File: src/rtl/exe_muldiv_unit.sv
// Iterative 32-bit multiply/divide unit for the EXE stage.
// Produces HI/LO 33 cycles after start and stalls the pipeline while it works.
module exe_muldiv_unit #(
    parameter logic [31:0] HILO_RST = 32'h0000_0000
) (
    input  logic        Clk,
    input  logic        Rst,
    input  logic        start,
    input  logic [1:0]  op,
    input  logic        flush,
    input  logic [31:0] rs_data,
    input  logic [31:0] rt_data,
    input  logic        mthi,
    input  logic        mtlo,
    input  logic [31:0] mt_data,
    output logic        busy,
    output logic        done,
    output logic        div_zero,
    output logic [31:0] hi,
    output logic [31:0] lo
);

    localparam logic [1:0] OP_MULT  = 2'b00;
    localparam logic [1:0] OP_MULTU = 2'b01;
    localparam logic [1:0] OP_DIV   = 2'b10;
    localparam logic [1:0] OP_DIVU  = 2'b11;

    typedef enum logic [1:0] {
        IDLE = 2'd0,
        CALC = 2'd1,
        FIX  = 2'd2
    } state_t;

    state_t      state;
    logic        is_div;
    logic        sign_a;
    logic        sign_b;
    logic        b_zero;
    logic [31:0] mag_a;
    logic [31:0] mag_b;
    logic [4:0]  cnt;
    logic [63:0] acc;

    logic        in_signed;
    logic        in_sa;
    logic        in_sb;
    logic        in_div;
    logic [31:0] in_mag_a;
    logic [31:0] in_mag_b;

    assign in_signed = (op == OP_MULT) || (op == OP_DIV);
    assign in_div    = (op == OP_DIV) || (op == OP_DIVU);
    assign in_sa     = in_signed & rs_data[31];
    assign in_sb     = in_signed & rt_data[31];
    assign in_mag_a  = in_sa ? (32'd0 - rs_data) : rs_data;
    assign in_mag_b  = in_sb ? (32'd0 - rt_data) : rt_data;

    // Multiply: acc = {partial sum, remaining multiplier bits}
    logic [32:0] mul_sum;
    logic [63:0] mul_next;

    assign mul_sum  = {1'b0, acc[63:32]} + (acc[0] ? {1'b0, mag_a} : 33'd0);
    assign mul_next = {mul_sum, acc[31:1]};

    // Divide: acc = {partial remainder, dividend bits / quotient bits}
    logic [32:0] rem_sh;
    logic [33:0] trial;
    logic        take;
    logic [63:0] div_next;

    assign rem_sh   = acc[63:31];
    assign trial    = {1'b0, rem_sh} - {2'b00, mag_b};
    assign take     = ~trial[33];
    assign div_next = {take ? trial[31:0] : rem_sh[31:0], acc[30:0], take};

    logic        neg_res;
    logic [63:0] prod_s;
    logic [31:0] quo_s;
    logic [31:0] rem_s;
    logic [31:0] raw_a;
    logic [31:0] fix_hi;
    logic [31:0] fix_lo;

    assign neg_res = sign_a ^ sign_b;
    assign prod_s  = neg_res ? (64'd0 - acc) : acc;
    assign quo_s   = neg_res ? (32'd0 - acc[31:0]) : acc[31:0];
    assign rem_s   = sign_a ? (32'd0 - acc[63:32]) : acc[63:32];
    assign raw_a   = sign_a ? (32'd0 - mag_a) : mag_a;

    // Divide by zero reports all-ones quotient and the original dividend
    assign fix_hi = !is_div ? prod_s[63:32] : (b_zero ? raw_a : rem_s);
    assign fix_lo = !is_div ? prod_s[31:0] : (b_zero ? 32'hFFFF_FFFF : quo_s);

    always_ff @(posedge Clk) begin
        if (Rst) begin
            state    <= IDLE;
            busy     <= 1'b0;
            done     <= 1'b0;
            div_zero <= 1'b0;
            hi       <= HILO_RST;
            lo       <= HILO_RST;
            cnt      <= 5'd0;
            is_div   <= 1'b0;
            sign_a   <= 1'b0;
            sign_b   <= 1'b0;
            b_zero   <= 1'b0;
            mag_a    <= 32'd0;
            mag_b    <= 32'd0;
            acc      <= 64'd0;
        end else begin
            done     <= 1'b0;
            div_zero <= 1'b0;
            if (flush) begin
                state <= IDLE;
                busy  <= 1'b0;
            end else begin
                unique case (state)
                    IDLE: begin
                        if (start) begin
                            is_div <= in_div;
                            sign_a <= in_sa;
                            sign_b <= in_sb;
                            b_zero <= (rt_data == 32'd0);
                            mag_a  <= in_mag_a;
                            mag_b  <= in_mag_b;
                            acc    <= {32'd0, in_div ? in_mag_a : in_mag_b};
                            cnt    <= 5'd0;
                            busy   <= 1'b1;
                            state  <= CALC;
                        end else begin
                            if (mthi) hi <= mt_data;
                            if (mtlo) lo <= mt_data;
                        end
                    end
                    CALC: begin
                        acc <= is_div ? div_next : mul_next;
                        cnt <= cnt + 5'd1;
                        if (cnt == 5'd31) state <= FIX;
                    end
                    FIX: begin
                        hi       <= fix_hi;
                        lo       <= fix_lo;
                        done     <= 1'b1;
                        div_zero <= is_div & b_zero;
                        busy     <= 1'b0;
                        state    <= IDLE;
                    end
                    default: begin
                        state <= IDLE;
                        busy  <= 1'b0;
                    end
                endcase
            end
        end
    end

endmodule

File: config.mk
export PLATFORM = sky130hd
export DESIGN_NAME = exe_muldiv_unit
export DESIGN_NICKNAME = d
export VERILOG_FILES = /design/src/rtl/exe_muldiv_unit.sv
export SDC_FILE = /design/constraint.sdc
export NUM_CORES = 1
export LEC_CHECK = 0
export ABC_AREA = 0
export BUFFER_PORTS_ARGS = -buffer_cell sky130_fd_sc_hd__buf_2
export CAP_MARGIN = 20
export CELL_PAD_IN_SITES_DETAIL_PLACEMENT = 1
export CELL_PAD_IN_SITES_GLOBAL_PLACEMENT = 1
export CORE_MARGIN = 8
export CORE_UTILIZATION = 45
export DETAILED_ROUTE_END_ITERATION = 8
export GPL_TIMING_DRIVEN = 0
export HOLD_SLACK_MARGIN = 0.12
export PLACE_DENSITY = 0.84
export SKIP_LAST_GASP = 1
export SLEW_MARGIN = 0
export SYNTH_ARGS = -nofsm -noshare
export SYNTH_HDL_FRONTEND = slang
export SYNTH_SLANG_ARGS = --single-unit
File: constraint.sdc
create_clock -name Clk -period 4.8 [get_ports Clk]
set_clock_uncertainty 0.1 [all_clocks]
set_input_delay 0.24 -clock Clk [delete_from_list [all_inputs] [get_ports Clk]]
set_output_delay 0.24 -clock Clk [all_outputs]
set_load 0.02 [all_outputs]
==> Flow_metrics.wiki <==
{| class="wikitable"
! Metric !! Value
|-
| Run status || completed
|-
| Worst endpoint required time || 5.15 ns
|-
| Max Transition Viols Final || 0
|-
| Number of antenna violations at the first check in global routing || 5
|-
| Final count of negative-setup-slack endpoints || 0
|-
| Ratio of cells with drive above 1 in the final layout || a little under a tenth
|-
| Setup repair after global routing missed its margin || no
|-
| Xor-xnor portion of the synthesized cell area || 10.7%
|-
| Final core utilization || 54.4%
|-
| Max Fclk || 215 MHz
|-
| Clock latency on the worst-skew pair || 0.59 ns
|-
| Number of filler cells placed in the layout || 4863
|-
| Mapped Avg Cell Area || 7.40 µm²
|-
| Reported leakage power || 8.32 nW
|-
| Number of top-level design ports || ~170
|-
| Sum of net half-perimeters after detailed placement || ~69000 µm
|-
| Share of the yosys chip area belonging to registers || 23.9%
|-
| Die X-Extent || 212 µm
|-
| Dominant combinational cell family by area after synthesis || compound AO/OA/AOI/OAI gates
|-
| Number of detailed-routing iterations run before antenna repair || 6
|-
| Fin nets || approximately 2800
|-
| Root buffer cell || sky130_fd_sc_hd__clkbuf_16
|-
| Final ANT Viol Nets || 0
|-
| Post-placement cell area || 18700 µm²
|-
| Number of global-route vias before repair || 21300
|-
| Number of H-tree levels || 1
|-
| Number of enable-type register cells in the synthesized netlist || 0
|-
| DIE AREA || 44800 µm²
|-
| Number of buffers added by the clock tree synthesis step || 26
|-
| Top FF cell, synth || sky130_fd_sc_hd__dfxtp_1
|-
| Overflow left after global routing || 0
|-
| Total of max-cap violations || 0
|-
| Hold violation total from the final report || 0
|-
| Net count after synthesis || between 2000 and 3000
|-
| Min-delay worst type || primary input to register
|-
| Number of vias per cell after detailed routing || around 6.7
|-
| Nature of the critical path startpoint || register
|-
| Arr. time, crit path || 5.01 ns
|-
| Bufs on Longest Clock Path || 3
|-
| Drt total wl || around 92000 µm
|-
| Site Rows || roughly 70
|-
| Distinct cell type count after synthesis || 84
|-
| Area of the core || about 38000 µm²
|-
| Number of cells traversed by the worst hold path || 4
|-
| DR vias || 21100
|-
| Area Growth Syn to Fin || 18.9%
|-
| Fraction of synthesized area in multiplexers || 4.02%
|-
| Pre-CTS WS || 0.203 ns
|-
| Synthesis warning total || 0
|-
| Worst slew slack as a fraction of its limit || 24.3%
|-
| Critical path type || register to register
|-
| Async set or reset register ratio after synthesis || 0%
|-
| PortBufs || 168
|-
| Arithmetic-cell share of the synthesized area counting full adders, half adders and majority gates || roughly 5.4%
|-
| Number of cells upsized or downsized after cts || 0
|-
| Die boundary height || 212 µm
|-
| Yosys reg bits || about 210
|-
| Share of synthesized cell area in and, or, nand and nor gates || 20.6%
|-
| Post-route cell area || 20500 µm²
|-
| Post-CTS setup buffer count || 0
|-
| Synthesized instance count || 2329
|-
| Global-route wire length before repair || 135000 µm
|-
| Setup WS post-layout || 0.144 ns
|-
| Cell Area, Synth || 17200 µm²
|-
| Worst reg2reg path depth || 14
|-
| Maximum ir drop on the vdd rail || 0.000341 V
|-
| Initial detailed-routing violation count || 2230
|-
| Total negative slack for setup checks || 0 ns
|-
| Clock Pin Slew Worst Setup and Hold Paths || 0.06 ns
|-
| Crit Path Max Fanout || 10
|-
| Starting density of the core || 45.7%
|-
| Total routing usage reported by global routing || 39.6%
|-
| Synth Area in Compound Gates || 29.6%
|-
| Crit path capture type || register
|-
| Clock tree from TritonCTS || yes
|-
| Residual DRC || 0
|-
| Final critical-path required period || 4.66 ns
|-
| Cell area power density || 256 nW/µm²
|-
| GP Congestion || 1.01
|-
| Worst Tran Pin Value || 1.13 ns
|-
| Total number of clock tree sinks || 206
|-
| Ratio of final minimum period to clock period || 97.0%
|-
| Maximum number of pins on one net before global-route repair || 15
|-
| Average wire per cell in the routed design || ~29 µm
|}
==> area by class of cell <==
cell class | instances | area (µm²) | area share, %
tap | 511 | 639 | 3.12
multi-input combinational | 1868 | 12100 | 59.2
buffer | 185 | 724 | 3.54
timing repair buffer | 259 | 1750 | 8.53
clock inverter | 7 | 95.1 | 0.464
inverter | 69 | 259 | 1.26
sequential | 206 | 4120 | 20.1
clock buffer | 40 | 763 | 3.73
antenna | 4 | 10.0 | 0.0489
==> registers in the layout (all words and copies together), names as in the netlist <==
signal and flops:
div_zero 1, is_div 1, mag_b 32, sign_a 1, cnt 5, state 2
hi 32, lo 32, b_zero 1, sign_b 1, busy 1, done 1
mag_a 32, acc 64
==> worst max-delay path, cell delays in order, from the launching register on <==
cell                       delay (ns)
sky130_fd_sc_hd__dfxtp_1         0.65
sky130_fd_sc_hd__clkbuf_1        0.45
sky130_fd_sc_hd__inv_1           0.27
sky130_fd_sc_hd__nor2_1          0.29
sky130_fd_sc_hd__ha_1            0.29
sky130_fd_sc_hd__clkbuf_1        0.21
sky130_fd_sc_hd__a21o_1          0.23
sky130_fd_sc_hd__a21o_1          0.18
sky130_fd_sc_hd__a21o_1          0.20
sky130_fd_sc_hd__or3_1           0.34
sky130_fd_sc_hd__o21ai_0         0.36
sky130_fd_sc_hd__a21boi_0        0.23
sky130_fd_sc_hd__o32ai_1         0.31
sky130_fd_sc_hd__xor2_1          0.30
sky130_fd_sc_hd__o211ai_1        0.13
==> metal layers <==
metal | routed length [µm] | track usage (%) | vias to the layer above
li1 | - | - | 9083
met1 | 36600 | 49.6 | 10400
met2 | 40500 | 61.9 | 1271
met3 | 9050 | 9.02 | 342
met4 | 5950 | 22.7 | 2
met5 | 12 | 0 | -
==> cell usage after synthesis, drive strengths merged (16+ instances only) <==
cell type,n,area (µm²)
o41ai,17,149
nor4,30,215
a21oi,213,1070
nand3,32,160
o31ai,27,203
or3,20,125
nand2,173,649
a211oi,115,863
o211ai,41,308
a21o,46,345
nand4,18,119
o21ai,133,666
o22ai,20,125
a31oi,25,156
clkbuf,155,582
inv,67,251
or4,16,128
xnor2,101,885
nor3,49,245
buf,31,146
xor2,109,955
and2,41,257
o221ai,43,377
nand2b,28,175
mux2i,58,581
ha,71,888
dfxtp,206,4120
nor2,272,1020
==> power by group <==
group | internal [mW] | total (mW) | switching [mW]
combinational | 0.443 | 1.31 | 0.868
clock | 1.15 | 2.01 | 0.861
sequential | 1.79 | 1.91 | 0.121
total | 3.39 | 5.24 | 1.85
==> layout by cell type, fill, tap and decap left out, types with 7 or more instances in the layout <==
cell type	instances
sky130_fd_sc_hd__a221oi_1	7
sky130_fd_sc_hd__o21ai_0	129
sky130_fd_sc_hd__o22ai_1	20
sky130_fd_sc_hd__o41ai_1	17
sky130_fd_sc_hd__inv_1	67
sky130_fd_sc_hd__mux2i_1	58
sky130_fd_sc_hd__nand2_1	173
sky130_fd_sc_hd__o31ai_1	27
sky130_fd_sc_hd__or4_1	14
sky130_fd_sc_hd__dfxtp_1	206
sky130_fd_sc_hd__o21bai_1	11
sky130_fd_sc_hd__nand3b_1	8
sky130_fd_sc_hd__a211oi_1	115
sky130_fd_sc_hd__a31oi_1	25
sky130_fd_sc_hd__xor2_1	109
sky130_fd_sc_hd__o211ai_1	41
sky130_fd_sc_hd__nor4_1	27
sky130_fd_sc_hd__dlygate4sd3_1	90
sky130_fd_sc_hd__buf_2	178
sky130_fd_sc_hd__or3_1	20
sky130_fd_sc_hd__mux2_2	8
sky130_fd_sc_hd__buf_1	19
sky130_fd_sc_hd__a2111oi_0	13
sky130_fd_sc_hd__nand2b_1	28
sky130_fd_sc_hd__nand4_1	17
sky130_fd_sc_hd__nor2b_1	13
sky130_fd_sc_hd__a21o_1	46
sky130_fd_sc_hd__and3_1	14
sky130_fd_sc_hd__clkbuf_16	26
sky130_fd_sc_hd__nand3_1	32
sky130_fd_sc_hd__and2_1	40
sky130_fd_sc_hd__nor2_1	271
sky130_fd_sc_hd__clkbuf_1	162
sky130_fd_sc_hd__ha_1	71
sky130_fd_sc_hd__a21oi_1	213
sky130_fd_sc_hd__xnor2_1	101
sky130_fd_sc_hd__o221ai_1	43
sky130_fd_sc_hd__nor3_1	49
sky130_fd_sc_hd__a22oi_1	15
==> kinds of logic after synthesis <==
family / count (synthesis)
AO/OA/AOI/OAI: 779
AND/OR/NAND/NOR: 739
buffers and inverters: 255
XOR/XNOR: 210
flip-flops: 206
adder cells (fa/ha/maj): 73
multiplexers: 67
==> stage by stage <==
stage               power, mW  std cells  hold WS [ns]
floorplan                2.63       2329         0.276
global placement         3.08       3008         0.342
detailed placement       3.11       3009         0.346
CTS                      5.14       3146         0.122
global route             5.36       3146         0.155
finish                   5.24       3149         0.148
==> path summary, 6_finish.rpt <==
path / endpoint / from / slack (ns)
hold reg to reg: lo[10] / lo[10] / 0.35
hold / removal: mag_b[15] / rt_data[15] / 0.15
setup / recovery: acc[61] / acc[0] / 0.14
setup reg to reg: acc[61] / acc[0] / 0.14
==> what timing repair did <==
action	4_1_cts	5_1_grt
endpoints found under the setup margin	0	1
endpoints found under the hold margin	120	0
hold buffers	90	0
Note: power is estimated with default switching activity, not from simulation.
